**config.mk**
```make
export PLATFORM = sky130hd
export DESIGN_NAME = y86_regfile_sb
export DESIGN_NICKNAME = d
export VERILOG_FILES = /design/src/rtl/y86_regfile_sb.sv
export SDC_FILE = /design/constraint.sdc
export NUM_CORES = 2
export LEC_CHECK = 0
export CORE_ASPECT_RATIO = 0.5
export CORE_UTILIZATION = 25
export CTS_CLUSTER_DIAMETER = 120
export DETAILED_ROUTE_END_ITERATION = 12
export SYNTH_ARGS = -nofsm -noshare
export SYNTH_HDL_FRONTEND = slang
export SYNTH_SLANG_ARGS = --single-unit
```
**constraint.sdc**
```tcl
create_clock -name clk -period 4.4 [get_ports clk]
set_clock_uncertainty 0.05 [all_clocks]
set_input_delay 0.66 -clock clk [delete_from_list [all_inputs] [get_ports clk]]
set_output_delay 0.66 -clock clk [all_outputs]
set_load 0.1 [all_outputs]
```
**src/rtl/y86_regfile_sb.sv**
```systemverilog
// Y86-64 architectural register file: two write-back ports, NRP bypassed read
// ports and a per-register pending-write scoreboard for decode stall detection.

module y86_rf_rdport #(
    parameter int              XLEN  = 64,
    parameter int              NREGS = 15,
    parameter int              AW    = 4,
    parameter logic [AW-1:0]   RNONE = 4'hF,
    parameter int              CW    = 2
) (
    input  logic [AW-1:0]                  addr,
    input  logic [NREGS-1:0][XLEN-1:0]     regs,
    input  logic [NREGS-1:0][CW-1:0]       cnt,
    input  logic [AW-1:0]                  W_dstE,
    input  logic [XLEN-1:0]                W_valE,
    input  logic [AW-1:0]                  W_dstM,
    input  logic [XLEN-1:0]                W_valM,
    output logic [XLEN-1:0]                data,
    output logic                           busy
);
    logic          valid;
    logic [CW:0]   dec;

    assign valid = (addr != RNONE) && (int'(addr) < NREGS);
    assign dec   = (CW+1)'(addr == W_dstE) + (CW+1)'(addr == W_dstM);

    always_comb begin
        data = '0;
        busy = 1'b0;
        if (valid) begin
            // M is checked first so a same-index dual write forwards the winner
            if (addr == W_dstM)      data = W_valM;
            else if (addr == W_dstE) data = W_valE;
            else                     data = regs[addr];
            busy = {1'b0, cnt[addr]} > dec;
        end
    end
endmodule

module y86_regfile_sb #(
    parameter int              XLEN     = 64,
    parameter int              NREGS    = 15,
    parameter int              AW       = 4,
    parameter int              NRP      = 2,
    parameter logic [AW-1:0]   RNONE    = 4'hF,
    parameter int              RSP_IDX  = 4,
    parameter logic [XLEN-1:0] RSP_INIT = 64'h0,
    parameter int              CW       = 2
) (
    input  logic                 clk,
    input  logic                 rst_n,
    input  logic [NRP*AW-1:0]    rd_addr,
    output logic [NRP*XLEN-1:0]  rd_data,
    output logic [NRP-1:0]       rd_busy,
    input  logic                 issue_en,
    input  logic [AW-1:0]        issue_dstE,
    input  logic [AW-1:0]        issue_dstM,
    input  logic [AW-1:0]        W_dstE,
    input  logic [XLEN-1:0]      W_valE,
    input  logic [AW-1:0]        W_dstM,
    input  logic [XLEN-1:0]      W_valM,
    input  logic                 flush,
    output logic                 sb_err
);
    localparam int CMAX = (2**CW) - 1;
    localparam int SW   = CW + 2;

    logic [NREGS-1:0][XLEN-1:0] regs;
    logic [NREGS-1:0][CW-1:0]   cnt, cnt_nxt;
    logic [NREGS-1:0]           hit_we, hit_wm, over, under;

    for (genvar r = 0; r < NREGS; r++) begin : g_reg
        localparam logic [AW-1:0] RI = AW'(r);
        localparam bit            OK = (RI != RNONE);
        logic [1:0]    inc, dec;
        logic [SW-1:0] sum;

        assign hit_we[r] = OK && (W_dstE == RI);
        assign hit_wm[r] = OK && (W_dstM == RI);
        assign inc = 2'(issue_en && OK && (issue_dstE == RI))
                   + 2'(issue_en && OK && (issue_dstM == RI));
        assign dec = 2'(hit_we[r]) + 2'(hit_wm[r]);
        // widened signed-ish sum: MSB flags underflow, magnitude flags overflow
        assign sum      = SW'(cnt[r]) + SW'(inc) - SW'(dec);
        assign under[r] = sum[SW-1];
        assign over[r]  = !sum[SW-1] && (sum > SW'(CMAX));
        assign cnt_nxt[r] = under[r] ? '0 : over[r] ? CW'(CMAX) : sum[CW-1:0];
    end

    always_ff @(posedge clk or negedge rst_n) begin
        if (!rst_n) begin
            for (int r = 0; r < NREGS; r++)
                regs[r] <= (r == RSP_IDX) ? RSP_INIT : '0;
            cnt    <= '0;
            sb_err <= 1'b0;
        end else begin
            for (int r = 0; r < NREGS; r++) begin
                if (hit_wm[r])      regs[r] <= W_valM;
                else if (hit_we[r]) regs[r] <= W_valE;
            end
            cnt    <= flush ? '0 : cnt_nxt;
            sb_err <= sb_err | (~flush & (|(over | under)));
        end
    end

    for (genvar p = 0; p < NRP; p++) begin : g_rp
        y86_rf_rdport #(
            .XLEN(XLEN), .NREGS(NREGS), .AW(AW), .RNONE(RNONE), .CW(CW)
        ) u_rp (
            .addr   (rd_addr[p*AW +: AW]),
            .regs   (regs),
            .cnt    (cnt),
            .W_dstE (W_dstE),
            .W_valE (W_valE),
            .W_dstM (W_dstM),
            .W_valM (W_valM),
            .data   (rd_data[p*XLEN +: XLEN]),
            .busy   (rd_busy[p])
        );
    end
endmodule
```
* Word-level counts from Yosys, hierarchy flattened
Cells that the tools add are included.
** Storage, ports and cells
- Bits in registers :: 991
- Word-level logic and storage cells :: 339
- Output and inout bits :: 131
- Input bits :: 156
** Operators by class
- Equality and inequality tests :: 62
- Reduce and logical (&&, ||, !) cells :: 82
- Bitwise gates (word level) :: 4
- Add/sub/neg operators :: 62
- Order comparisons :: 21
- Multiplexer cells :: 77
** Operators by type and width (count)
- $mux W64 :: 38
- $bmux W64 S4 :: 2
- $eq A4 B4 Y1 const B :: 28
- $add A1 B1 Y2 :: 32
- $eq A4 B3 Y1 const B :: 16
- $mux W2 :: 32
- $gt A4 B2 Y1 const B :: 15
- $sub A3 B2 Y4 :: 15
- $logic_and A1 B1 Y1 :: 47
- $add A2 B2 Y3 :: 15
- $eq A4 B2 Y1 const B :: 8
- $mux W30 :: 1
- $reduce_bool A2 Y1 :: 15
- $bmux W2 S4 :: 2
- $eq A4 B1 Y1 const B :: 4
- $eq A4 B4 Y1 :: 4
- $logic_not A4 Y1 :: 4
- $logic_not A1 Y1 :: 15
- $or A15 B15 Y15 :: 1
- $reduce_or A15 Y1 :: 1
- $lt A4 B5 Y1 const B :: 2
- $lt A4 B4 Y1 const B :: 2
- $ne A4 B4 Y1 const B :: 2
- $gt A2 B3 Y1 :: 2
- 4 further kinds :: 5

* Depth between registers and ports, before layout
- Depth in word-level cells :: 11
- Depth in mapped cells :: 15
- Mapped depth without buffers :: 12

* Hierarchy
A second synthesis with hierarchy kept.
** Unflattened totals
- Cells, all modules :: 6580
- Area, all modules :: 66182.2 µm²
** By module, submodules not included
- y86_regfile_sb :: area each 47797.1 µm², seq. area each 24798.8 µm², cells an instance 4702, instances 1
- y86_rf_rdport :: area each 9192.6 µm², seq. area each 0.0 µm², cells an instance 939, instances 2

* Worst setup path after synthesis
OpenSTA, ideal clock, no wires.
- Kind :: input to output
- From :: in rd_addr[5]
- To :: out rd_data[100]
- Setup slack :: 256 ps
- Cell stages on the path :: 8
- Path buffers :: 3
- Arrival :: 3434 ps
- Required time :: 3690 ps
- Cell sequence :: buf_2 -> xor2_1 -> nor4_4 -> or2_1 -> buf_4 -> buf_6 -> nor3_1 -> a31oi_1
** On the way
- Longest elaborated chain between the ends :: 5
- Elaborated cells between the ends (all ways) :: 10
- Classes of those cells :: 1 x order compare; 3 x eq/ne; 5 x mux; 1 x reduce/logical
** RTL lines
- start: declaration :: line 52 : input logic [NRP*AW-1:0] rd_addr,
- $bmux W64 S4 :: line 34 : else data = regs[addr];
- $mux W64 (not written as such) :: line 34
- $mux W64 :: line 33 : else if (addr == W_dstE) data = W_valE;
- $mux W64 :: line 32 : if (addr == W_dstM) data = W_valM;
- $mux W64 * :: line 30 : if (valid) begin
- end: declaration :: line 53 : output logic [NRP*XLEN-1:0] rd_data,
Every way passes the cells marked *; elsewhere a longest branch is shown, timed or not. The select of a mux whose other input is x is not followed.

* Final worst setup path
- From :: in W_dstE[1]
- To :: out rd_data[79]
** On the way
- Longest elaborated chain between the ends :: 4
** RTL lines
- start: declaration :: line 58 : input logic [AW-1:0] W_dstE,
- $eq A4 B4 Y1 :: line 33
- $mux W64 :: line 33
- $mux W64 :: line 32
- $mux W64 :: line 30
No other way between the ends.

==> metrics.md <==
| Metric | Value |
|---|---|
| Outcome | complete, no violations |
| Clock power share | 29.5% |
| Post-synth top area cell | dfrtp_1 |
| DRC viols | 0 |
| Routed length on met1 | around 100000 um |
| Switching Share | between 30% and 40% |
| Tcrit/Tclk final | slightly below 100% |
| Htree depth | 3 |
| Clk sinks | 991 |
| Worst-path fanout max | 39 |
| Max transition margin | about a fifth |
| Area Growth Syn to Fin | 17.8% |
| Hold Crit Class | flop to flop |
| Worst hold slack | about 0.44 ns |
| TritonCTS clock tree | yes |
| Fmax | 230 MHz |
| Routed length per placed instance | 25.7 um |
| Vias in the first global route | between 50000 and 60000 |
| Routed Wire Length | approximately 260000 um |
| Slew Limit Fails | 0 |
| Sequential share of power | 37.0% |
| Clk slew on worst S/H paths | ~0.06 ns |
| WP data arrival | 3.64 ns |
| Antenna violation net count after detailed routing | 0 |
| Dpl hpwl | approximately 150000 um |
| Count of warnings emitted by yosys | 0 |
| Largest net degree at the start of global routing | a little over 90 |
| Seq/Total Area, Yosys | 37.0% |
| Total track usage | about a fifth |
| Max-cap violations | 0 |
| Worst slew pin tran | 1.22 ns |
| Clock latency on the worst-skew pair | 0.75 ns |
| Drt via density | 5.42 |
| Mapped Area | roughly 0.067 mm2 |
| Leakage | 33.5 nW |
| RSZ-0062 raised after global routing | no |
| Register bit total from synthesis | roughly 1000 |
| Post-Layout Cell Count | 10300 |
| Sw Pwr | approximately 12 mW |
| Setup crit end kind | primary output |
| Layout cells sized above 1 | roughly 15% |
| Area of the multi-input gates | approximately 0.038 mm2 |
| Final setup fails | 0 |
| Drt first pass iters | 6 |
| Syn nets | between 7000 and 8000 |
| Initial Utilization | 25.3% |
| Clk root buf | clkbuf_16 |
| Num CTS Buffers | around 110 |
| Met2 Routed Length | 124000 um |
| Primary FF master, synth | dfrtp_1 |
| Mean Syn Cell Area | roughly 9.8 um2 |
| Synth top cells by count | mux2i_1 (1352), nand2_1 (1066), dfrtp_1 (991) |
| Area share of the largest cell type after synthesis | between 30% and 40% |
| Max Root-Sink Buffers | 3 |
| Cells after Synth | 6850 |
| Critical path class | input port to primary output |
| Hold Fails Final Rpt | 0 |
| Routability congestion estimate | 0.892 |
| Register Area | roughly 0.025 mm2 |
| Fillers | approximately 27000 |
| Total grt overflow | 0 |
| EDFF count, synth | 0 |
| Placed insts | between 10000 and 15000 |
| Gate power share | roughly a third |
| Die X | around 730 um |
| I/O Buffers | about 290 |
| Uppermost layer routed | met5 |
| Die area | 0.270 mm2 |
| # IOs | around 290 |
| Wire length on met3 | between 20000 and 25000 um |
| Initial antenna violation count | 17 |
| Die Y | roughly 370 um |
| Core area | 0.265 mm2 |
| Ys async rst share | 100% |
| Worst ir drop on vdd | 380 uV |
| Pint | about 21 mW |
| Routed vias | ~56000 |
| Top post-synthesis cells by area | dfrtp_1 (37%), mux2i_1 (20%), mux4_2 (11%) |
| Final net count | between 6000 and 7000 |
| Row cnt | 133 |
| Global-route wire length before repair | 388000 um |
| Top-count cell post-synth | mux2i_1 |
| Final worst path period need | between 4 and 5 ns |
| Drt first-iter violations | 6087 |
| Crit path required time | about 3.7 ns |
| Post-synth cell types | 47 |
| Power Density | between 400 and 500 mW/mm2 |
| Startpoint type of the worst setup path | input port |
==> flip-flops by register name, summed over array words and instances, names as in the netlist <==
signal,flops
sb_err,1
cnt,30
regs,960
==> cell type report <==
class	count	share of cell area, %
diodes	8	0.0254
clock buffers	170	4.33
clock inverters	32	0.471
inverters	141	0.670
multi-input cells	4879	48.4
flip-flops and latches	991	31.4
well taps	3510	5.56
repair buffers	549	9.17
==> worst paths after layout <==
path | from | cells past startpoint | slack [ns] | end
max in group asynchronous | rst_n | 4 | 2.57 | regs[15]$_DFFE_PN0P_
worst max register to register | cnt[14]$_DFF_PN0_ | 9 | 1.95 | sb_err$_DFF_PN0_
worst max-delay path | W_dstE[1] | 10 | 0.05 | rd_data[79]
min in group asynchronous | rst_n | 2 | 0.49 | regs[442]$_DFFE_PN0P_
worst min register to register | regs[880]$_DFFE_PN0P_ | 2 | 0.44 | regs[880]$_DFFE_PN0P_
worst min-delay path | regs[880]$_DFFE_PN0P_ | 2 | 0.44 | regs[880]$_DFFE_PN0P_
==> cell families after synthesis <==
logic type / synth area share (%)
fa+ha+maj: 2.86
xor+xnor: 0.209
buf+inv: 6.58
mux: 31.4
simple gates: 10.4
compound gates: 11.5
flops: 37.0
==> per-stage QoR <==
stage	area, um2	power [mW]	TNS (ns)	setup WS, ns	util, %
5_1_grt	79000	34.9	0	0.0120	29.8
2_1_floorplan	67000	19.4	0	0.256	-
6_report	79000	33.6	0	0.0472	29.8
3_3_place_gp	75100	23.5	-0.647	-0.220	28.4
3_5_place_dp	75100	23.7	-0.689	-0.231	28.4
4_1_cts	78900	33.6	0	0.130	29.8
==> power by group through the flow <==
stage / sequential, mW / clock [mW] / combinational (mW)
finish: 12.4 / 9.92 / 11.3
global route: 12.6 / 10.3 / 11.9
CTS: 12.4 / 9.98 / 11.2
detailed placement: 12.5 / 0 / 11.2
global placement: 12.4 / 0 / 11.0
floorplan: 12.0 / 0 / 7.40
==> repair_timing <==
action,in CTS,in global routing
pin swaps,1,0
setup buffers,2,0
resized for setup,2,2
hold endpoints to repair,55,0
hold buffers,1,0
cloned,0,0
setup endpoints to repair,6,2
==> per-layer routing <==
layer	vias up	GRT usage (%)
met2	2778	31.5
met5	-	0
li1	24000	-
met4	8	10.2
met1	28200	23.8
met3	775	3.08
==> critical path, cell delays in order <==
cell and delay [ns]:
clkdlybuf4s50_1 0.55, buf_4 0.22, xor2_1 0.16, nor4_4 0.46, or2_4 0.24, buf_12 0.28
nor3_1 0.14, a31oi_2 0.47, buf_4 0.21, buf_12 0.16
==> cell usage in the layout, fill, tap and decap left out, drive strengths merged, types with 64 or more instances in the layout <==
| master | count |
|---|---|
| inv | 141 |
| clkdlybuf4s50 | 147 |
| nand2 | 1066 |
| o21ai | 1028 |
| ha | 81 |
| nor2b | 81 |
| dfrtp | 991 |
| buf | 400 |
| or2 | 64 |
| o221ai | 128 |
| mux4 | 333 |
| clkbuf | 171 |
| mux2i | 1352 |
| a211oi | 78 |
| nor2 | 292 |
| nor3 | 132 |
Power figures use the tool's default switching activity.
